### src/rtl/gate_sweep_ctrl.sv
// gate_sweep_ctrl: exhaustive truth-table sweep of an N_IN-input combinational gate.
// Every input vector is driven onto the gate and held for SETTLE cycles. The gate output
// is then sampled for one cycle and compared with the expected function. The block
// reports a saturating mismatch count, the first failing vector and a pass flag.
module gate_sweep_ctrl #(
    parameter int unsigned N_IN   = 3,  // gate input count (1..8)
    parameter int unsigned SETTLE = 2,  // hold cycles before sampling (>= 1)
    parameter int unsigned ERR_W  = 4,  // saturating mismatch counter width
    parameter int unsigned EXP_FN = 0   // 0=NAND 1=AND 2=OR 3=NOR
) (
    input  logic             i_clk,
    input  logic             i_rst_n,
    input  logic             i_start,
    input  logic             i_gate_y,
    output logic [N_IN-1:0]  o_gate_in,
    output logic             o_busy,
    output logic             o_done,
    output logic             o_pass,
    output logic [ERR_W-1:0] o_err_cnt,
    output logic [N_IN-1:0]  o_first_fail_vec,
    output logic             o_first_fail_valid
);

    // Settle timer counts 0..SETTLE-1; keep at least one bit when SETTLE is 1.
    localparam int unsigned      TMR_W    = (SETTLE > 1) ? $clog2(SETTLE) : 1;
    localparam logic [TMR_W-1:0] TMR_LAST = TMR_W'(SETTLE - 1);
    localparam logic [ERR_W-1:0] ERR_MAX  = '1;

    typedef enum logic [1:0] {
        StIdle,
        StSettle,
        StSample,
        StDone
    } state_t;

    state_t           r_state;
    state_t           w_state_d;

    logic [TMR_W-1:0] r_timer;
    logic [N_IN-1:0]  r_gate_in;
    logic [ERR_W-1:0] r_err_cnt;
    logic [N_IN-1:0]  r_ff_vec;
    logic             r_ff_valid;
    logic             r_pass;

    // Control strobes decoded from the FSM.
    logic             w_sweep_start;
    logic             w_tmr_inc;
    logic             w_sample;
    logic             w_finish;

    logic             w_last_vec;
    logic             w_exp_y;
    logic             w_mismatch;

    assign w_last_vec = (r_gate_in == {N_IN{1'b1}});
    assign w_mismatch = (i_gate_y != w_exp_y);

    // Expected gate output for the vector currently applied.
    always_comb begin
        w_exp_y = 1'b0;
        case (EXP_FN)
            0:       w_exp_y = ~(&r_gate_in);
            1:       w_exp_y = &r_gate_in;
            2:       w_exp_y = |r_gate_in;
            default: w_exp_y = ~(|r_gate_in);
        endcase
    end

    // FSM state register.
    always_ff @(posedge i_clk or negedge i_rst_n) begin
        if (!i_rst_n) begin
            r_state <= StIdle;
        end else begin
            r_state <= w_state_d;
        end
    end

    // Next-state decode and datapath control strobes.
    always_comb begin
        w_state_d     = r_state;
        w_sweep_start = 1'b0;
        w_tmr_inc     = 1'b0;
        w_sample      = 1'b0;
        w_finish      = 1'b0;
        unique case (r_state)
            StIdle: begin
                if (i_start) begin
                    w_sweep_start = 1'b1;
                    w_state_d     = StSettle;
                end
            end
            StSettle: begin
                if (r_timer == TMR_LAST) begin
                    w_state_d = StSample;
                end else begin
                    w_tmr_inc = 1'b1;
                end
            end
            StSample: begin
                w_sample  = 1'b1;
                w_state_d = w_last_vec ? StDone : StSettle;
            end
            StDone: begin
                w_finish  = 1'b1;
                w_state_d = StIdle;
            end
            default: begin
                w_state_d = StIdle;
            end
        endcase
    end

    // Settle timer: restarted for every vector, advances while settling.
    always_ff @(posedge i_clk or negedge i_rst_n) begin
        if (!i_rst_n) begin
            r_timer <= '0;
        end else if (w_sweep_start || w_sample) begin
            r_timer <= '0;
        end else if (w_tmr_inc) begin
            r_timer <= r_timer + 1'b1;
        end
    end

    // Vector counter doubles as the gate drive; it holds its last value once idle.
    always_ff @(posedge i_clk or negedge i_rst_n) begin
        if (!i_rst_n) begin
            r_gate_in <= '0;
        end else if (w_sweep_start) begin
            r_gate_in <= '0;
        end else if (w_sample && !w_last_vec) begin
            r_gate_in <= r_gate_in + 1'b1;
        end
    end

    // Saturating mismatch counter; saturation never cuts the sweep short.
    always_ff @(posedge i_clk or negedge i_rst_n) begin
        if (!i_rst_n) begin
            r_err_cnt <= '0;
        end else if (w_sweep_start) begin
            r_err_cnt <= '0;
        end else if (w_sample && w_mismatch && (r_err_cnt != ERR_MAX)) begin
            r_err_cnt <= r_err_cnt + 1'b1;
        end
    end

    // First-failure capture: only the earliest mismatching vector is kept.
    always_ff @(posedge i_clk or negedge i_rst_n) begin
        if (!i_rst_n) begin
            r_ff_vec   <= '0;
            r_ff_valid <= 1'b0;
        end else if (w_sweep_start) begin
            r_ff_vec   <= '0;
            r_ff_valid <= 1'b0;
        end else if (w_sample && w_mismatch && !r_ff_valid) begin
            r_ff_vec   <= r_gate_in;
            r_ff_valid <= 1'b1;
        end
    end

    // Pass flag is cleared on start and resolved as the DONE cycle ends.
    always_ff @(posedge i_clk or negedge i_rst_n) begin
        if (!i_rst_n) begin
            r_pass <= 1'b0;
        end else if (w_sweep_start) begin
            r_pass <= 1'b0;
        end else if (w_finish) begin
            r_pass <= (r_err_cnt == '0);
        end
    end

    assign o_gate_in          = r_gate_in;
    assign o_busy             = (r_state != StIdle);
    assign o_done             = (r_state == StDone);
    assign o_pass             = r_pass;
    assign o_err_cnt          = r_err_cnt;
    assign o_first_fail_vec   = r_ff_vec;
    assign o_first_fail_valid = r_ff_valid;

endmodule
### config.mk
export PLATFORM = sky130hd
export DESIGN_NAME = gate_sweep_ctrl
export DESIGN_NICKNAME = d
export VERILOG_FILES = /design/src/rtl/gate_sweep_ctrl.sv
export SDC_FILE = /design/constraint.sdc
export NUM_CORES = 1
export LEC_CHECK = 0
export CELL_PAD_IN_SITES_DETAIL_PLACEMENT = 1
export CELL_PAD_IN_SITES_GLOBAL_PLACEMENT = 1
export CORE_UTILIZATION = 41
export CTS_CLUSTER_SIZE = 10
export DETAILED_ROUTE_END_ITERATION = 8
export PLACE_DENSITY = 0.91
export SYNTH_ARGS = -nofsm -noshare
export SYNTH_HDL_FRONTEND = slang
export SYNTH_SLANG_ARGS = --single-unit
export TNS_END_PERCENT = 20
### constraint.sdc
create_clock -name i_clk -period 5.3 [get_ports i_clk]
set_clock_uncertainty 0.15 [all_clocks]
set_input_delay 1.06 -clock i_clk [delete_from_list [all_inputs] [get_ports i_clk]]
set_output_delay 1.06 -clock i_clk [all_outputs]
set_load 0.005 [all_outputs]
==> results.txt <==
* Result of the run: finished clean
- Via count of the first global-routing pass: 622
* Cts-stage hold buffer count: 0
- DRC errors left: 0
- Number of clock sinks: 15
- Standard cell area after detailed placement: 0.00102 mm^2
- The worst setup path is of the register to primary output kind.
* Vias post-DR: 635
- Detailed Route Iter0 Violations: 4
- Max-slew violation count: 0
* Final cell utilization of the core: 53.6%
- Adding up every negative setup slack in the final design gives 0 ps.
- In this run the vertical extent of the chip is 47.8 um.
- Number of levels the H-tree was split into: 1
* Antenna Cells: 0
* Buffer cell driving the clock tree root: sky130_fd_sc_hd__clkbuf_4
- Post-Syn Instances: 81
- The min-delay analysis places its worst path in the category register to register.
* Slowest cell on the critical path: sky130_fd_sc_hd__dfrtp_1
- Standard-cell row count: 16
* Wire length per cell after detailed routing: 13.9 um
* Placed insts: 121
- Worst Path Required: 4090 ps
- The number of antenna violations at the first check in global routing was 0.
* Maximum number of pins on one net before global-route repair: 16
- The worst setup path is captured at a primary output.
* Sum of net half-perimeters after detailed placement: 1360 um
- Endpoints failing hold: 0
- Maximum net fanout on the critical path: 12
- Synthesis produced a netlist with a net count of 89.
- In this run, post-CTS repair resized a total of 0 instances.
- The synthesized design contains 0 enable-type register cells.
- Avg Cell Area, Syn: 10.6 um^2
- Leakage: 0.496 nW
- At the pin with the least slew margin, the transition time is 683 ps.
- The finished cells cover 0.00105 mm^2.
* Width of the chip: 47.8 um
- The congestion estimate from routability-driven global placement came to 0.795.
- Measured against its own limit, the worst slew margin works out to 54.3%.
- Counting both buffers and inverters, the worst setup path holds a total of 2.
* Family with the most delay on the worst path: flip-flops
- For this run, the total global-route usage over all layers was measured as 18.4%.
- Clock tree synthesis inserted a total of 3 buffers.
- Number of nets in the finished design: 107
- 18 I/O pins were placed.
- For the worst setup path, the data arrival time is 1610 ps.
- Global-route wire length before repair: 2750 um
- The core region is 0.00196 mm^2.
- Mean number of vias per cell: 5.08
- DR pass1 iterations: 2
- Max-cap violations in this run came to 0.
- After synthesis the netlist holds a flip-flop and latch count of 15.
- The synthesized netlist contains 31 unique library cells.
* Initial cell density of the core: 43.9%
* Cell Chain, Critical Path: nand2_1 -> inv_1 -> clkdlybuf4s50_1
- At the later pin of the worst-skew pair, clock insertion delay measures 280 ps.
- For this run, the register share of the synthesized area comes to 43.6%.
* Layout cell share with drive strength beyond 1: 13.3%
* Total Power Consumption: 0.454 mW
- Clock tree from TritonCTS: built
* Setup repair after global routing missed its margin: false
* I/O Buffers: 17
- Share of flip-flops with an asynchronous set or reset after synthesis: 100%
- Power per Cell Area: 431 mW/mm^2
- Final setup viols: 0
- The count of nets left with antenna violations once routing finished came out at 0.
- Minimum period implied by the final worst setup slack: 2820 ps
* Bufs on Longest Clock Path: 2
- Final worst path period share: 53.2%
- Buffers added to address setup during post-CTS repair amount to 0.
- The final layout contains routed wiring with a total length of 1730 um.
* Synth-to-Final Area Change: 22.1%
* CP max stage delay: 600 ps
- Grt ovf: 0
* Worst Setup Start Kind: register
- Across the VDD grid, the largest voltage drop is 0.236 mV.
- Die ar.: 0.00229 mm^2
* Total number of yosys warnings: 0
- Final instance count without filler cells: 125
- Among all flip-flop cells after synthesis, the most frequent one is sky130_fd_sc_hd__dfrtp_1.
* CTS clock-pin slew for the worst setup and hold paths: 90 ps
* Max frequency: 0.355 GHz
- After synthesis the cells add up to 861 um^2.
- Setup slack on the worst flop-to-flop path: 3350 ps
-- metrics by stage --
step | hold slack (ps) | setup slack (ps)
2_1_floorplan | 295 | 3300
3_3_place_gp | 311 | 2770
3_5_place_dp | 340 | 2720
4_1_cts | 354 | 2450
5_1_grt | 388 | 2350
6_report | 343 | 2480
-- layer usage --
layer  wire length (um)  share of wire (%)  GRT usage [%]  vias up
li1                   -                  -              -      308
met2                962                 56           32.4       10
met3                 43                2.5           3.40        2
met5                  0                  0              0        -
met4                 13               0.75           8.33        0
met1                714                 41           21.5      315
-- cells in the final DEF, fill, tap and decap left out --
master,instances
sky130_fd_sc_hd__dfrtp_1,15
sky130_fd_sc_hd__nand3_2,1
sky130_fd_sc_hd__nor2b_1,1
sky130_fd_sc_hd__clkinv_2,1
sky130_fd_sc_hd__and3_1,2
sky130_fd_sc_hd__nor2_1,3
sky130_fd_sc_hd__a22o_1,5
sky130_fd_sc_hd__a31o_1,1
sky130_fd_sc_hd__o311ai_2,1
sky130_fd_sc_hd__mux2i_1,5
sky130_fd_sc_hd__clkbuf_4,3
sky130_fd_sc_hd__xor2_2,1
sky130_fd_sc_hd__o21ai_1,4
sky130_fd_sc_hd__nand2b_1,1
sky130_fd_sc_hd__ha_1,4
sky130_fd_sc_hd__mux2_2,1
sky130_fd_sc_hd__o21bai_1,1
sky130_fd_sc_hd__and2b_2,1
sky130_fd_sc_hd__or2_1,1
sky130_fd_sc_hd__or3b_1,1
sky130_fd_sc_hd__xor2_1,1
sky130_fd_sc_hd__nor3_2,1
sky130_fd_sc_hd__clkdlybuf4s50_1,17
sky130_fd_sc_hd__a21oi_1,1
sky130_fd_sc_hd__nand4_1,1
sky130_fd_sc_hd__inv_1,7
sky130_fd_sc_hd__o21a_1,1
sky130_fd_sc_hd__nand2b_4,1
sky130_fd_sc_hd__nand3_1,3
sky130_fd_sc_hd__nand2_1,10
sky130_fd_sc_hd__xnor2_2,1
sky130_fd_sc_hd__inv_2,1
-- state kept, by name (all words and copies together) (netlist names) --
name and flops:
r_timer 1, o_first_fail_vec 3, r_state 2, o_pass 1
o_err_cnt 4, o_gate_in 3, o_first_fail_valid 1
-- path summary, 6_finish.rpt --
kind                                           from                         endpoint  depth (start not counted)
min reg2reg                     r_timer$_DFFE_PN0P_           r_state[0]$_DFFE_PN0P_                          1
max in group asynchronous                   i_rst_n  o_first_fail_vec[2]$_DFFE_PN0P_                          1
max reg2reg                o_gate_in[0]$_DFFE_PN0P_  o_first_fail_vec[0]$_DFFE_PN0P_                          5
max                          r_state[1]$_DFFE_PN0P_                           o_done                          3
min                             r_timer$_DFFE_PN0P_           r_state[0]$_DFFE_PN0P_                          1
min in group asynchronous                   i_rst_n         o_err_cnt[0]$_DFFE_PN0P_                          1
-- layout make-up --
class                   count  area [um^2]
clock buffers               3         22.5
fillers                   243          911
well taps                  27         33.8
clock inverters             1         5.00
inverters                   8         30.0
multi-input cells          54          414
repair buffers             17          170
flip-flops and latches     15          375
-- synthesized netlist by cell type (2+ instances only) --
library cell              instances  area share [%]
sky130_fd_sc_hd__dfrtp_1         15              44
sky130_fd_sc_hd__nand2_1         10             4.4
sky130_fd_sc_hd__inv_1            7             3.1
sky130_fd_sc_hd__a22o_1           5             5.1
sky130_fd_sc_hd__mux2i_1          5             5.8
sky130_fd_sc_hd__ha_1             4             5.8
sky130_fd_sc_hd__o21ai_1          4             2.3
sky130_fd_sc_hd__buf_6            3             3.9
sky130_fd_sc_hd__nand3_1          3             1.7
sky130_fd_sc_hd__nor2_1           3             1.3
sky130_fd_sc_hd__and3_1           2             1.5
-- kinds of logic after synthesis --
| kind of cell | Yosys count | synth area share [%] |
|---|---|---|
| buf+inv | 12 | 8.29 |
| fa+ha+maj | 4 | 5.81 |
| flops | 15 | 43.6 |
| mux | 6 | 7.12 |
| compound gates | 14 | 12.6 |
| xor+xnor | 3 | 4.80 |
| simple gates | 27 | 17.7 |
-- report_power, final --
group | internal (mW) | leakage (nW) | total, mW | switching [mW]
clock network | 0.0280 | 0.0177 | 0.0644 | 0.0364
registers | 0.148 | 0.200 | 0.198 | 0.0502
logic | 0.111 | 0.278 | 0.191 | 0.0798
total | 0.287 | 0.496 | 0.454 | 0.166
No activity file was read; power rests on OpenSTA's default activity.
